$ cat src/rtl/ddr3_init_sequencer.sv
// DDR3 power-up and initialisation sequencer: RESET#, CKE, per-rank MRS and ZQCL for 1-4 ranks.
// Define DDR3_INIT_FASTSIM_EN to clamp the reset and CKE waits to at most 8 cycles.
module ddr3_init_sequencer #(
    parameter int          NUM_RANKS = 1,
    parameter int          ROW_WIDTH = 14,
    parameter int          T_RESET   = 100000,
    parameter int          T_CKE     = 250000,
    parameter int          T_XPR     = 90,
    parameter int          T_MRD     = 4,
    parameter int          T_MOD     = 12,
    parameter int          T_ZQINIT  = 512,
    parameter logic [15:0] MR0_VAL   = 16'h0,
    parameter logic [15:0] MR1_VAL   = 16'h0,
    parameter logic [15:0] MR2_VAL   = 16'h0,
    parameter logic [15:0] MR3_VAL   = 16'h0
) (
    input  logic                 clk,
    input  logic                 reset,
    input  logic                 reinit,
    output logic                 ddr_reset_n,
    output logic                 cke,
    output logic [NUM_RANKS-1:0] cs_n,
    output logic                 ras_n,
    output logic                 cas_n,
    output logic                 we_n,
    output logic [2:0]           ba,
    output logic [ROW_WIDTH-1:0] addr,
    output logic                 busy,
    output logic                 init_done
);

`ifdef DDR3_INIT_FASTSIM_EN
    localparam int T_RESET_EFF = (T_RESET < 8) ? T_RESET : 8;
    localparam int T_CKE_EFF   = (T_CKE < 8) ? T_CKE : 8;
`else
    localparam int T_RESET_EFF = T_RESET;
    localparam int T_CKE_EFF   = T_CKE;
`endif

    localparam int MAX_A = (T_RESET_EFF > T_CKE_EFF) ? T_RESET_EFF : T_CKE_EFF;
    localparam int MAX_B = (MAX_A > T_XPR) ? MAX_A : T_XPR;
    localparam int MAX_C = (MAX_B > T_MRD) ? MAX_B : T_MRD;
    localparam int MAX_D = (MAX_C > T_MOD) ? MAX_C : T_MOD;
    localparam int T_MAX = (MAX_D > T_ZQINIT) ? MAX_D : T_ZQINIT;
    localparam int CNT_W = $clog2(T_MAX) + 1;

    localparam logic [3:0] LAST_STEP = 4'(4 * NUM_RANKS - 1);

    typedef enum logic [3:0] {
        RST_HOLD, CKE_WAIT, XPR_WAIT, MRS, MRS_GAP, MOD_WAIT, ZQCL, ZQ_WAIT, DONE
    } state_t;

    state_t               state, next_state;
    logic [CNT_W-1:0]     cnt, cnt_next;
    logic [3:0]           step, step_next;
    logic                 last_step;
    logic [CNT_W-1:0]     next_mrs_load;

    logic                 ddr_reset_n_d, cke_d, ras_n_d, cas_n_d, we_n_d, busy_d, init_done_d;
    logic [NUM_RANKS-1:0] cs_n_d;
    logic [2:0]           ba_d;
    logic [ROW_WIDTH-1:0] addr_d;

    // The counter loaded on entry to an MRS covers the gap to whatever follows it.
    assign last_step     = (step == LAST_STEP);
    assign next_mrs_load = ((step + 4'd1) == LAST_STEP) ? CNT_W'(T_MOD - 1) : CNT_W'(T_MRD - 1);

    always_ff @(posedge clk or negedge reset) begin
        if (!reset) begin
            state       <= RST_HOLD;
            cnt         <= CNT_W'(T_RESET_EFF);
            step        <= '0;
            ddr_reset_n <= 1'b0;
            cke         <= 1'b0;
            cs_n        <= '1;
            ras_n       <= 1'b1;
            cas_n       <= 1'b1;
            we_n        <= 1'b1;
            ba          <= '0;
            addr        <= '0;
            busy        <= 1'b1;
            init_done   <= 1'b0;
        end else begin
            state       <= next_state;
            cnt         <= cnt_next;
            step        <= step_next;
            ddr_reset_n <= ddr_reset_n_d;
            cke         <= cke_d;
            cs_n        <= cs_n_d;
            ras_n       <= ras_n_d;
            cas_n       <= cas_n_d;
            we_n        <= we_n_d;
            ba          <= ba_d;
            addr        <= addr_d;
            busy        <= busy_d;
            init_done   <= init_done_d;
        end
    end

    always_comb begin
        next_state = state;
        step_next  = step;
        cnt_next   = (cnt == '0) ? cnt : cnt - CNT_W'(1);
        case (state)
            RST_HOLD: if (cnt == '0) begin
                next_state = CKE_WAIT;
                cnt_next   = CNT_W'(T_CKE_EFF - 1);
            end
            CKE_WAIT: if (cnt == '0) begin
                next_state = XPR_WAIT;
                cnt_next   = CNT_W'(T_XPR - 1);
            end
            XPR_WAIT: if (cnt == '0) begin
                next_state = MRS;
                step_next  = '0;
                cnt_next   = CNT_W'(T_MRD - 1);
            end
            MRS: begin
                if (cnt != '0) begin
                    next_state = last_step ? MOD_WAIT : MRS_GAP;
                end else if (last_step) begin
                    next_state = ZQCL;
                    cnt_next   = CNT_W'(T_ZQINIT - 1);
                end else begin
                    next_state = MRS;
                    step_next  = step + 4'd1;
                    cnt_next   = next_mrs_load;
                end
            end
            MRS_GAP: if (cnt == '0) begin
                next_state = MRS;
                step_next  = step + 4'd1;
                cnt_next   = next_mrs_load;
            end
            MOD_WAIT: if (cnt == '0) begin
                next_state = ZQCL;
                cnt_next   = CNT_W'(T_ZQINIT - 1);
            end
            ZQCL:    next_state = (cnt == '0) ? DONE : ZQ_WAIT;
            ZQ_WAIT: if (cnt == '0) next_state = DONE;
            DONE: if (reinit) begin
                next_state = RST_HOLD;
                cnt_next   = CNT_W'(T_RESET_EFF - 1);
            end
            default: next_state = RST_HOLD;
        endcase
    end

    // Outputs are decoded from the upcoming state so they change on the same edge as the state.
    always_comb begin
        ddr_reset_n_d = 1'b1;
        cke_d         = 1'b1;
        cs_n_d        = '1;
        ras_n_d       = 1'b1;
        cas_n_d       = 1'b1;
        we_n_d        = 1'b1;
        ba_d          = '0;
        addr_d        = '0;
        busy_d        = 1'b1;
        init_done_d   = 1'b0;
        case (next_state)
            RST_HOLD: begin
                ddr_reset_n_d = 1'b0;
                cke_d         = 1'b0;
            end
            CKE_WAIT: cke_d = 1'b0;
            MRS: begin
                for (int r = 0; r < NUM_RANKS; r++) begin
                    if (step_next[3:2] == 2'(r)) cs_n_d[r] = 1'b0;
                end
                ras_n_d = 1'b0;
                cas_n_d = 1'b0;
                we_n_d  = 1'b0;
                case (step_next[1:0])
                    2'd0: begin ba_d = 3'd2; addr_d = MR2_VAL[ROW_WIDTH-1:0]; end
                    2'd1: begin ba_d = 3'd3; addr_d = MR3_VAL[ROW_WIDTH-1:0]; end
                    2'd2: begin ba_d = 3'd1; addr_d = MR1_VAL[ROW_WIDTH-1:0]; end
                    default: begin ba_d = 3'd0; addr_d = MR0_VAL[ROW_WIDTH-1:0]; end
                endcase
            end
            ZQCL: begin
                cs_n_d     = '0;
                we_n_d     = 1'b0;
                addr_d[10] = 1'b1;
            end
            DONE: begin
                busy_d      = 1'b0;
                init_done_d = 1'b1;
            end
            default: ;
        endcase
    end

endmodule

$ cat config.mk
export PLATFORM = sky130hd
export DESIGN_NAME = ddr3_init_sequencer
export DESIGN_NICKNAME = d
export VERILOG_FILES = /design/src/rtl/ddr3_init_sequencer.sv
export SDC_FILE = /design/constraint.sdc
export NUM_CORES = 1
export LEC_CHECK = 0
export ABC_AREA = 1
export BUFFER_PORTS_ARGS = -buffer_cell sky130_fd_sc_hd__buf_2
export CORE_UTILIZATION = 48
export CTS_CLUSTER_SIZE = 16
export DETAILED_ROUTE_END_ITERATION = 8
export HOLD_SLACK_MARGIN = 0.05
export PLACE_DENSITY = 0.67
export SLEW_MARGIN = 15
export SYNTH_ARGS = -nofsm -noshare
export SYNTH_HDL_FRONTEND = slang
export SYNTH_SLANG_ARGS = --single-unit
$ cat constraint.sdc
create_clock -name clk -period 2.9 [get_ports clk]
set_clock_uncertainty 0.2 [all_clocks]
set_input_delay 0.58 -clock clk [delete_from_list [all_inputs] [get_ports clk]]
set_output_delay 0.58 -clock clk [all_outputs]
set_load 0.02 [all_outputs]
==> flow_summary_export.csv <==
group,metric,value,unit
power,logic_pwr_share,22.3,%
power,leakage_power_figure,0.001339,uW
timing,timing_worst_slew_pin_value,818.2,ps
die,floorplan.die.height,74.15,um
synth,syn_inst,329,
synth,synthTopCellsByArea,"sky130_fd_sc_hd__dfrtp_1 27%, sky130_fd_sc_hd__dfstp_2 11%, sky130_fd_sc_hd__nand2_1 10%",
setup_path,criticalPathCategory,"flop to flop",
die,std_cell_rows,25,
cts,post_cts_resize_count,0,
placed_design,place.detailed.instances,406,
global_routing,grt_max_degree,38,
setup_path,critical-path-slowest-cell,"sky130_fd_sc_hd__dfrtp_1",
timing,grt_setup_unrepaired,"no",
power,cell_internal_pwr,880.0,uW
cells_and_area,final_nets,355,
die,horizontal_die_dimension,74.15,um
synth,synth_top_cells_by_count,"69 x sky130_fd_sc_hd__nand2_1, 42 x sky130_fd_sc_hd__nor2_1, 39 x sky130_fd_sc_hd__inv_1",
cells_and_area,post_route_cells_drive_above_1_share,19.31,%
placed_design,gpl_congestion,0.8699,
timing,hold_violations,0,
power,power_per_cell_area,496.1,mW/mm^2
setup_path,cp_data_arrival_time,2350,ps
cts,post_cts.repair.setup_buffers,0,
setup_path,path_common_cell,"sky130_fd_sc_hd__nand2_1",
cells_and_area,final_cell_count_no_fill,414,
cts,postCtsHoldBufs,0,
setup_path,nature_of_the_critical_path_endpoint,"flop",
timing,finalWorstPathRequiredPeriod,2329,ps
route,drtAntennaViolNets,0,
die,initial_core_utilization,51.21,%
cts,clock_tree.root_cell,"sky130_fd_sc_hd__clkbuf_8",
cts,cts_num_sinks,37,
synth,synthArstFlopShare,100.0,%
synth,synth_top_area_share,27.04,%
synth,synth.area.mux_share,0,%
power,worst_ir_drop_vdd,0.3256,mV
cells_and_area,postLayoutCoreUtil,54.46,%
setup_path,cp_num_buf_inv,1,
power,power.share.sequential,50.9,%
cts,worst_skew_pair.late_latency,290,ps
setup_path,critical-path-top-delay-family,"simple AND/OR/NAND/NOR gates",
setup_path,series_of_cell_instances_along_the_critical_path,"inv_1 > ha_1 > nand2_1 > nor2_4 > nand3_4 > ha_1 > o21ai_0 > a21oi_1 > nand2_1 > nand2_1 > nand2_1 > a21oi_1",
route,routed_via_density,4.986,
timing,layout_worst_path_cycle_share,80.32,%
route,route.detailed.drc,0,
timing,timing.fmax,429.3,MHz
synth,synth_top_family_by_area,"simple AND/OR/NAND/NOR gates",
synth,post_synth_edffs,0,
cells_and_area,diodes,0,
setup_path,critical_path.max_fanout,12,
power,net-switching-power,438.3,uW
placed_design,portBuffers,13,
route,post_drt_wl_per_cell,12.50,um
power,p_sw_share,33.25,%
cells_and_area,fillerInstances,486,
timing,holdWs,181.4,ps
synth,share_of_the_synthesized_area_in_compound_gates_ao_oa_aoi_oai,9.314,%
route,drt_pre_antenna_iters,6,
timing,setup_tns_after_final_layout,0,ps
synth,count_of_state_elements_after_synthesis,37,
cells_and_area,flow.area_growth_from_synthesis,6.360,%
die,core_region_area,0.004880,sq mm
setup_path,timing.critical_path.from_type,"flop",
timing,maxSlewViolCount,0,
placed_design,placed_wire_length_estimate,4.046,mm
synth,syn_area,0.002499,sq mm
setup_path,worst_path_largest_cell_delay,380,ps
cts,cts_max_level,2,
global_routing,first_pass_grt_wire_length,8.970,mm
synth,synth_area_per_cell,7.595,sq um
global_routing,number_of_global_route_vias_before_repair,2026,
global_routing,total_global_route_track_usage,21.62,%
cts,clock_path_buffers,2,
hold_path,worstHoldPathType,"primary input to async pin",
setup_path,setup.worst_path.start,"cnt[0]",
run_status,result_of_the_run,"finished clean",
cts,clock_edge_transition_at_the_registers_on_the_reported_setup_and_hold_paths,70,ps
synth,synth-warning-count,0,
route,first_iter_violations,125,
die,fp.dieArea,0.005498,sq mm
route,wirelength,5.176,mm
cts,clock_buffers_created_by_tritoncts,5,
global_routing,antenna_found_initial,0,
global_routing,overflow,0,
synth,synthDistinctLibCells,38,
timing,slew_headroom,45.46,%
timing,final-setup-viol-count,0,
synth,synth-xor-area-share,3.856,%
synth,post-synth-top-count-cell,"sky130_fd_sc_hd__nand2_1",
power,clock_power_share,26.8,%
die,boundaryPins,28,
synth,seq_area_frac_synth,37.56,%
synth,synth_top_cell_by_area,"sky130_fd_sc_hd__dfrtp_1",
job,drv_cap,0,
synth,synth_ff_type,"sky130_fd_sc_hd__dfrtp_1",
setup_path,worstReg2RegStart,"cnt[0]",
route,total_vias_in_the_final_route,2064,
cts,tritoncts,"built",
synth,synthAdderAreaFrac,3.005,%
setup_path,worstPathRequired,2920,ps
synth,synth_simple_gate_area_share,34.05,%
-- layout make-up --
type,count,area [sq um],area share [%]
repair buffers,15,80.08,3.013
inverters,44,165.2,6.215
flip-flops and latches,37,938.4,35.31
clock buffers,6,72.57,2.731
clock inverters,2,10.01,0.3766
well taps,67,83.83,3.154
multi-input cells,243,1308,49.20
-- worst paths after layout --
path	endpoint	slack, ps	depth (start not counted)
worst max register to register	ba[0]	570	12
worst min-delay path	cnt[11]	180	1
max in group asynchronous	step[1]	1810	1
worst min register to register	cnt[18]	320	2
min in group clk	cnt[18]	320	2
worst max-delay path	ba[0]	570	12
-- power groups by stage --
| stage | sequential [uW] | clock (uW) | combinational (uW) |
|---|---|---|---|
| after global placement | 679 | 0 | 290 |
| after global routing | 680 | 377 | 336 |
| after detailed placement | 680 | 0 | 292 |
| after floorplan | 660 | 0 | 255 |
| final | 671 | 353 | 294 |
| after CTS | 670 | 359 | 294 |
-- state kept, by name (all words and copies together) (netlist names) --
name / flops
addr: 1
cs_n: 1
state: 4
cas_n: 1
ddr_reset_n: 1
busy: 1
cke: 1
ba: 2
init_done: 1
we_n: 1
cnt: 19
step: 4
-- cell families (layout without fill, tap and decap cells) --
| kind of cell | count (synthesis) | count (layout) |
|---|---|---|
| and+or+nand+nor | 176 | 176 |
| buffers and inverters | 62 | 67 |
| DFF | 37 | 37 |
| AOI/OAI and AO/OA | 36 | 36 |
| xor gates and xnor gates | 11 | 11 |
| adders and majority gates | 6 | 6 |
| other | 1 | 14 |
-- worst reg2reg max path: stages, from the launching register on --
cell and delay (ps):
sky130_fd_sc_hd__dfrtp_1 380, sky130_fd_sc_hd__inv_1 100, sky130_fd_sc_hd__ha_1 200, sky130_fd_sc_hd__nand2_1 110, sky130_fd_sc_hd__nor2_4 190, sky130_fd_sc_hd__nand3_4 190
sky130_fd_sc_hd__ha_1 340, sky130_fd_sc_hd__o21ai_0 80, sky130_fd_sc_hd__a21oi_1 120, sky130_fd_sc_hd__nand2_1 80, sky130_fd_sc_hd__nand2_1 90, sky130_fd_sc_hd__nand2_1 50
sky130_fd_sc_hd__a21oi_1 130
-- metal layers --
layer,track usage [%],routed length [um],up-vias,part of all wire [%]
met5,0,0,-,0
met4,7.692,99,0,1.9
met3,3.659,136,11,2.6
met2,35.86,2444,31,47
met1,28.43,2496,962,48
li1,-,-,1060,-
-- per-stage QoR --
| stage | power, uW | instance area [sq um] | worst slack [ps] |
|---|---|---|---|
| after global routing | 1393 | 2658 | 318.2 |
| final | 1318 | 2658 | 570.8 |
| after floorplan | 915.5 | 2547 | 662.4 |
| after detailed placement | 972.0 | 2575 | 596.6 |
| after CTS | 1324 | 2658 | 569.6 |
| after global placement | 969.2 | 2575 | 657.9 |
-- layout by cell type (no fill, tap or decap), types with 6 or more instances in the layout --
cell type | netlist | final
sky130_fd_sc_hd__a21oi_1 | 10 | 10
sky130_fd_sc_hd__buf_2 | 1 | 13
sky130_fd_sc_hd__conb_1 | 1 | 14
sky130_fd_sc_hd__dfrtp_1 | 27 | 27
sky130_fd_sc_hd__dfstp_2 | 10 | 10
sky130_fd_sc_hd__ha_1 | 6 | 6
sky130_fd_sc_hd__inv_1 | 39 | 39
sky130_fd_sc_hd__nand2_1 | 69 | 69
sky130_fd_sc_hd__nand3_1 | 26 | 26
sky130_fd_sc_hd__nand4_1 | 6 | 6
sky130_fd_sc_hd__nor2_1 | 42 | 42
sky130_fd_sc_hd__nor2_2 | 9 | 9
sky130_fd_sc_hd__o21ai_0 | 10 | 10
sky130_fd_sc_hd__xnor2_1 | 6 | 6
Note: power is estimated with default switching activity, not from simulation.
